--- config.mk ---
export PLATFORM = sky130hd
export DESIGN_NAME = microsequencer_next_state
export DESIGN_NICKNAME = d
export VERILOG_FILES = /design/src/rtl/microseq_pkg.sv /design/src/rtl/instr_state_encoder.sv /design/src/rtl/microsequencer_next_state.sv
export SDC_FILE = /design/constraint.sdc
export NUM_CORES = 1
export LEC_CHECK = 0
export ABC_AREA = 1
export BUFFER_PORTS_ARGS = -buffer_cell sky130_fd_sc_hd__buf_2
export CAP_MARGIN = 40
export CORE_MARGIN = 4
export CORE_UTILIZATION = 50
export DETAILED_ROUTE_END_ITERATION = 6
export GPL_TIMING_DRIVEN = 0
export PLACE_DENSITY = 0.93
export SLEW_MARGIN = 20
export SYNTH_ARGS = -nofsm -noshare
export SYNTH_HDL_FRONTEND = slang
export SYNTH_SLANG_ARGS = --single-unit
--- constraint.sdc ---
create_clock -name clk -period 4.1 [get_ports clk]
set_input_delay 0.82 -clock clk [delete_from_list [all_inputs] [get_ports clk]]
set_output_delay 0.82 -clock clk [all_outputs]
set_load 0.02 [all_outputs]
--- src/rtl/microseq_pkg.sv ---
// Shared encodings for the microsequencer: next-state/condition selects,
// instruction opcode/funct values and the execute-state numbers the microstore ROM uses.
package microseq_pkg;

  typedef enum logic [2:0] {
    NS_ENC          = 3'd0,
    NS_FETCH        = 3'd1,
    NS_CR           = 3'd2,
    NS_INCR         = 3'd3,
    NS_COND_CR_INCR = 3'd4,
    NS_COND_CR_ENC  = 3'd5,
    NS_RSVD6        = 3'd6,
    NS_RSVD7        = 3'd7
  } ns_sel_e;

  typedef enum logic [1:0] {
    COND_MOC   = 2'd0,
    COND_BR    = 2'd1,
    COND_ZERO  = 2'd2,
    COND_FALSE = 2'd3
  } cond_sel_e;

  localparam logic [5:0] OP_RTYPE = 6'h00;
  localparam logic [5:0] OP_ADDI  = 6'h08;
  localparam logic [5:0] OP_ANDI  = 6'h0C;
  localparam logic [5:0] OP_ORI   = 6'h0D;
  localparam logic [5:0] OP_LW    = 6'h23;
  localparam logic [5:0] OP_SW    = 6'h2B;
  localparam logic [5:0] OP_BEQ   = 6'h04;
  localparam logic [5:0] OP_BNE   = 6'h05;
  localparam logic [5:0] OP_J     = 6'h02;
  localparam logic [5:0] OP_JAL   = 6'h03;

  localparam logic [5:0] FN_ADD  = 6'h20;
  localparam logic [5:0] FN_ADDU = 6'h21;
  localparam logic [5:0] FN_SUB  = 6'h22;
  localparam logic [5:0] FN_AND  = 6'h24;
  localparam logic [5:0] FN_OR   = 6'h25;
  localparam logic [5:0] FN_SLT  = 6'h2A;
  localparam logic [5:0] FN_SLL  = 6'h00;

  localparam int unsigned ST_ADD  = 10;
  localparam int unsigned ST_ADDU = 11;
  localparam int unsigned ST_SUB  = 12;
  localparam int unsigned ST_AND  = 14;
  localparam int unsigned ST_OR   = 15;
  localparam int unsigned ST_SLT  = 16;
  localparam int unsigned ST_SLL  = 17;
  localparam int unsigned ST_ADDI = 20;
  localparam int unsigned ST_ANDI = 22;
  localparam int unsigned ST_ORI  = 23;
  localparam int unsigned ST_LW   = 40;
  localparam int unsigned ST_SW   = 50;
  localparam int unsigned ST_BEQ  = 60;
  localparam int unsigned ST_BNE  = 61;
  localparam int unsigned ST_J    = 70;
  localparam int unsigned ST_JAL  = 71;

endpackage

--- src/rtl/instr_state_encoder.sv ---
// Maps an instruction word to the first execute state of its microroutine.
// Purely combinational; anything not recognised goes to ILLEGAL_STATE.
module instr_state_encoder
  import microseq_pkg::*;
#(
  parameter int unsigned STATE_W       = 7,
  parameter int unsigned ILLEGAL_STATE = 127
) (
  input  logic [31:0]        ir_i,
  output logic [STATE_W-1:0] state_o
);

  logic [5:0] opcode;
  logic [5:0] funct;
  logic       unused_ir_bits;

  assign opcode         = ir_i[31:26];
  assign funct          = ir_i[5:0];
  assign unused_ir_bits = ^ir_i[25:6];

  always_comb begin
    state_o = STATE_W'(ILLEGAL_STATE);
    case (opcode)
      OP_RTYPE: begin
        case (funct)
          FN_ADD:  state_o = STATE_W'(ST_ADD);
          FN_ADDU: state_o = STATE_W'(ST_ADDU);
          FN_SUB:  state_o = STATE_W'(ST_SUB);
          FN_AND:  state_o = STATE_W'(ST_AND);
          FN_OR:   state_o = STATE_W'(ST_OR);
          FN_SLT:  state_o = STATE_W'(ST_SLT);
          FN_SLL:  state_o = STATE_W'(ST_SLL);
          default: state_o = STATE_W'(ILLEGAL_STATE);
        endcase
      end
      OP_ADDI: state_o = STATE_W'(ST_ADDI);
      OP_ANDI: state_o = STATE_W'(ST_ANDI);
      OP_ORI:  state_o = STATE_W'(ST_ORI);
      OP_LW:   state_o = STATE_W'(ST_LW);
      OP_SW:   state_o = STATE_W'(ST_SW);
      OP_BEQ:  state_o = STATE_W'(ST_BEQ);
      OP_BNE:  state_o = STATE_W'(ST_BNE);
      OP_J:    state_o = STATE_W'(ST_J);
      OP_JAL:  state_o = STATE_W'(ST_JAL);
      default: state_o = STATE_W'(ILLEGAL_STATE);
    endcase
  end

endmodule

--- src/rtl/microsequencer_next_state.sv ---
// Microsequencer: selects and registers the next microstore state each clock,
// and keeps the incrementer register (IncR) used for sequential fall-through.
module microsequencer_next_state
  import microseq_pkg::*;
#(
  parameter int unsigned STATE_W       = 7,
  parameter int unsigned RESET_STATE   = 0,
  parameter int unsigned FETCH_STATE   = 1,
  parameter int unsigned ILLEGAL_STATE = 127
) (
  input  logic               clk,
  input  logic               reset,
  input  logic [2:0]         N,
  input  logic [1:0]         S,
  input  logic               Inv,
  input  logic               IncRld,
  input  logic [STATE_W-1:0] CR,
  input  logic [31:0]        IR,
  input  logic               MOC,
  input  logic               cond,
  input  logic               zero,
  output logic [STATE_W-1:0] curState,
  output logic [STATE_W-1:0] incR
);

  logic [STATE_W-1:0] cur_state_q;
  logic [STATE_W-1:0] incr_q;
  logic [STATE_W-1:0] ns_d;
  logic [STATE_W-1:0] enc_state;
  logic               cond_sel;
  logic               c;

  instr_state_encoder #(
    .STATE_W      (STATE_W),
    .ILLEGAL_STATE(ILLEGAL_STATE)
  ) u_encoder (
    .ir_i   (IR),
    .state_o(enc_state)
  );

  always_comb begin
    cond_sel = 1'b0;
    case (cond_sel_e'(S))
      COND_MOC:   cond_sel = MOC;
      COND_BR:    cond_sel = cond;
      COND_ZERO:  cond_sel = zero;
      COND_FALSE: cond_sel = 1'b0;
      default:    cond_sel = 1'b0;
    endcase
  end

  assign c = cond_sel ^ Inv;

  // incr_q is read here before any same-edge reload, so N=3 with IncRld uses the old value.
  always_comb begin
    ns_d = STATE_W'(RESET_STATE);
    case (ns_sel_e'(N))
      NS_ENC:          ns_d = enc_state;
      NS_FETCH:        ns_d = STATE_W'(FETCH_STATE);
      NS_CR:           ns_d = CR;
      NS_INCR:         ns_d = incr_q;
      NS_COND_CR_INCR: ns_d = c ? CR : incr_q;
      NS_COND_CR_ENC:  ns_d = c ? CR : enc_state;
      default:         ns_d = STATE_W'(RESET_STATE);
    endcase
  end

  always_ff @(posedge clk) begin
    if (reset) begin
      cur_state_q <= STATE_W'(RESET_STATE);
      incr_q      <= STATE_W'(RESET_STATE + 1);
    end else begin
      cur_state_q <= ns_d;
      if (IncRld) begin
        incr_q <= ns_d + STATE_W'(1);
      end
    end
  end

  assign curState = cur_state_q;
  assign incR     = incr_q;

endmodule

---- Yosys cells after proc, flatten, opt, wreduce, memory -nomap -nowiden ----
Index checks and enable logic that the tools add are counted.
storage, ports and cells
  flip-flop bits (word level) ............. 14
  input port bits ......................... 51
operators by class
  $add $sub $neg .......................... 1
  muxes and demuxes ....................... 6
  eq/ne operators ......................... 23
  bitwise logic cells ..................... 1
  reduce and logical (&&, ||, !) cells .... 4
operator list
  operator               count
  $pmux W7 S10           1
  $pmux W7 S7            1
  $eq A6 B6 Y1 const B   8
  $pmux W7 S6            1
  $eq A6 B4 Y1 const B   3
  $mux W7                2
  $eq A6 B2 Y1 const B   2
  $eq A6 B3 Y1 const B   2
  $logic_not A6 Y1       2
  $add A7 B1 Y7 const B  1
  $eq A3 B2 Y1 const B   2
  $eq A3 B3 Y1 const B   2
  $eq A2 B2 Y1 const B   2
  $pmux W1 S4            1
  $eq A3 B1 Y1 const B   1
  $logic_not A3 Y1       1
  $eq A2 B1 Y1 const B   1
  $logic_not A2 Y1       1
  $xor A1 B1 Y1          1

---- Longest topological paths before layout ----
  depth in word-level cells ............... 6
  gate-level depth with buffers ........... 19

---- Cells and area by module ----
A second synthesis with hierarchy kept.
second synthesis, totals
  cells, all modules ...................... 225
  area total of the unflattened synthesis .. 1337.5 um^2
modules (own cells, without submodules)
  module                     cells an instance  area an instance (um^2)  times used  sequential area each (um^2)
  microsequencer_next_state  149                949.7                    1           280.3
  instr_state_encoder        76                 387.9                    1           0.0

---- Worst setup path after synthesis ----
No wires, ideal clock.
  path type ............................... input to register
  from .................................... input IR[31]
  to ...................................... register incr_q[6] (netlist: incR[6])
  setup time .............................. 109 ps
  path buffers ............................ 0
  slack ................................... 1755 ps
  stages on the path ...................... 17
  arrival ................................. 2236 ps
  cell sequence ........................... nor2_4 -> nand3_2 -> nand2_2 -> nand2_2 -> a21oi_1 -> nand2_1 -> nand2_1 -> nand2_2 -> nor2_4 -> inv_1 -> ha_1 -> nand2_1 -> nor2_2 -> nand3_1 -> nand3_1 -> nand2_1 -> inv_1
on the way
  cells in the longest elaborated chain, start to end .. 5
  elaborated cells on any way between the ends .. 14
RTL lines
  element                                     RTL line                         source
  start, declared                             microsequencer_next_state.sv:18  input logic [31:0] IR,
  $eq A6 B2 Y1, or another cell as far along  instr_state_encoder.sv:23        case (opcode)
  $pmux W7 S10 *                              instr_state_encoder.sv:23
  $mux W7                                     microsequencer_next_state.sv:63  NS_COND_CR_ENC: ns_d = c ? CR : enc_state;
  $pmux W7 S6 *                               microsequencer_next_state.sv:57  case (ns_sel_e'(N))
  via ns_d[1]                                 microsequencer_next_state.sv:28  logic [STATE_W-1:0] ns_d;
  $add A7 B1 Y7 *                             microsequencer_next_state.sv:75  incr_q <= ns_d + STATE_W'(1);
  end signal, assigned                        microsequencer_next_state.sv:71  incr_q <= STATE_W'(RESET_STATE + 1);
  end signal, assigned                        microsequencer_next_state.sv:75
  end, declared                               microsequencer_next_state.sv:27  logic [STATE_W-1:0] incr_q;
The timed path passes the listed nets; every way through them passes the cells marked *.
A chain may end at the register's enable or synchronous reset.

---- Worst setup path after layout ----
Same ends and word-level chain as after synthesis.

==> key figures <==
Drt
  – Vias: 1548
  – DRC Markers: 0
  – Final Routed Wirelength: 3.22 mm
  – WL/cell: 10.3 µm
  – Remaining antenna violation count: 0
  – First-pass iteration count of the detailed router: 4
  – Drt via density: 4.98
  – Initial DRC Count: 56

Floorplan
  – Initial core utilization: 53.6%
  – IO Pins: 65
  – Die Wd: 60.2 µm
  – Die area: 3630 µm²
  – Core ar.: 2540 µm²
  – Die Y: 60.2 µm
  – Cell row count: 18

Clock network
  – CTS Sinks: 14
  – Longest Clk Path Bufs: 2
  – Worst-path clk slew: 70 ps
  – Clock root cell: clkbuf_4
  – H-tree levels: 1
  – Clock latency on the worst-skew pair: 280 ps
  – CTS tree: yes
  – Cts repair resizes: 0
  – Postcts setup bufs: 0
  – Hold buffers post-CTS: 0
  – Num CTS Buffers: 3

Finish
  – Diode count: 0
  – FILL cells: 238
  – Final instance area: 1650 µm²
  – Syn-to-layout area delta: 20.8%
  – Most common cell after layout, fill and taps aside: nand2_1
  – Share of layout cells above drive strength 1: 27.8%
  – Layout net count: 334
  – Most frequent cells in the layout: 61 x nand2_1, 46 x inv_1, 42 x buf_2, 31 x nand3_1, 26 x nor2_1

Global route
  – GR Util All Layers: 18.9%
  – Vias in the first global route: 1411
  – First-pass GRT wire length: 5.46 mm
  – Largest net degree at the start of global routing: 10
  – GRT overflow: 0
  – Initial antenna violation count: 0

Synth
  – Syn. warnings: 0
  – Cell count after synthesis: 235
  – Seq/Total Area, Yosys: 20.6%
  – Mapped Avg Cell Area: 5.80 µm²
  – FF+latch count, synth: 14
  – Synth Cell Area: 1360 µm²
  – Syn_nets: 287
  – Netlist cell types: 26

Power and ir drop
  – P_leak: 0.987 nW
  – Power per Cell Area: 242 nW/µm²
  – Worst vdd ir: 0.344 mV

Worst hold path
  – Worst hold path depth: 2
  – Hold/Removal Path Class: reg -> reg

STA
  – Period utilization: 60.1%
  – Unrepaired setup endpoints after global routing: no
  – Worst Skew: 3.01 ps
  – Fmax: 0.406 GHz
  – Worst setup margin: 1640 ps
  – Min Tclk post-route: 2460 ps
  – Final setup violating endpoints: 0
  – Setup tns final: 0 ps
  – Slew HR: 78.9%
  – Worst slew pin tran: 315 ps
  – Max-slew violations: 0
  – Hold Fails Final Rpt: 0

Worst setup path
  – CP Capture Type: flip-flop
  – Worst reg2reg path endpoint: incR[6]
  – R2R Setup Slk: 2350 ps
  – Critical path data arrival time: 2650 ps
  – Crit Reg-Reg Startpoint: incR[0]
  – CP required: 4280 ps
  – Critical Path Source: IR[31]
  – Setup crit end: incR[6]
  – FF-to-FF path depth: 10
  – Critical path launch point type: input pin
  – Critical path type: in -> reg
  – CP Max Fanout: 7

Placement
  – Post-DP HPWL: 2.70 mm
  – Placed Area: 1610 µm²
  – Pre-CTS setup slack: 1400 ps
  – IO buf count: 42
  – GPL Wtd Cong: 0.831

Status
  – Run status: finished, final reports clean

Job
  – Max Cap Viol: 0
[power breakdown]
| part | switching (mW) | leakage, nW | internal [mW] |
|---|---|---|---|
| logic | 0.0965 | 0.850 | 0.0540 |
| registers | 0.00599 | 0.116 | 0.148 |
| clock network | 0.0400 | 0.0210 | 0.0540 |
| total | 0.143 | 0.987 | 0.256 |
[critical path: stages]
cell	delay, ps
buf_2	120
nor2_4	160
nand3_2	150
nand2_2	120
inv_2	50
nand2_4	80
nand4_1	90
nand2_1	70
nand3b_1	240
ha_1	320
nand2_1	130
nor2_2	50
nand3_1	80
nand3_1	70
nand2_1	70
inv_1	40
[stage by stage]
step	util [%]	std cells	hold slack (ps)	total power [mW]
6_report	64.7	311	564	0.398
3_5_place_dp	63.3	307	541	0.306
3_3_place_gp	63.3	307	540	0.302
5_1_grt	64.7	311	584	0.427
2_1_floorplan	-	235	602	0.259
4_1_cts	64.7	311	564	0.400
[per-layer routing]
metal	track usage [%]	routed length, µm
met5	0	0
met2	32.3	1500
met1	24.1	1420
met4	3.16	15
met3	4.97	283
[cells by family after synthesis]
group	after synthesis	synth area share, %
flip-flops	14	20.6
buffers and inverters	50	14.6
AND/OR/NAND/NOR	153	56.7
XOR/XNOR	1	0.642
adder cells (fa/ha/maj)	1	0.917
AO/OA/AOI/OAI	16	6.61
[cell type report]
| class | instances | area (µm²) | area share, % |
|---|---|---|---|
| Buffer | 2 | 18.8 | 1.14 |
| Clock buffer | 4 | 36.3 | 2.20 |
| Inverter | 48 | 180 | 10.9 |
| Multi-Input combinational cell | 171 | 885 | 53.7 |
| Sequential cell | 14 | 280 | 17.0 |
| Tap cell | 30 | 37.5 | 2.28 |
| Timing Repair Buffer | 42 | 210 | 12.8 |
[synth_stat cells (all sizes together)]
cell / number / area (µm²)
buf: 2 / 18.8
a21boi: 1 / 7.51
o21ai: 7 / 35.0
o21bai: 1 / 7.51
a22oi: 2 / 15.0
a21oi: 5 / 25.0
nor3b: 1 / 12.5
dfxtp: 14 / 280
nand2: 69 / 284
nand4: 4 / 25.0
nand3b: 2 / 15.0
xnor2: 1 / 8.76
ha: 1 / 12.5
inv: 48 / 180
nand3: 36 / 205
nor3: 4 / 35.0
nor2: 37 / 196
[state kept, by name (all words and copies together) (netlist names)]
| name | cells |
|---|---|
| curState | 7 |
| incR | 7 |
[worst min-delay path by stage]
| stage | start | end |
|---|---|---|
| global route | incR[0] | incR[0] |
| finish | incR[0] | incR[0] |
| CTS | incR[0] | incR[0] |
| global placement | incR[1] | incR[1] |
| floorplan | incR[1] | incR[1] |
| detailed placement | incR[1] | incR[1] |
(Power assumes the default switching activity.)
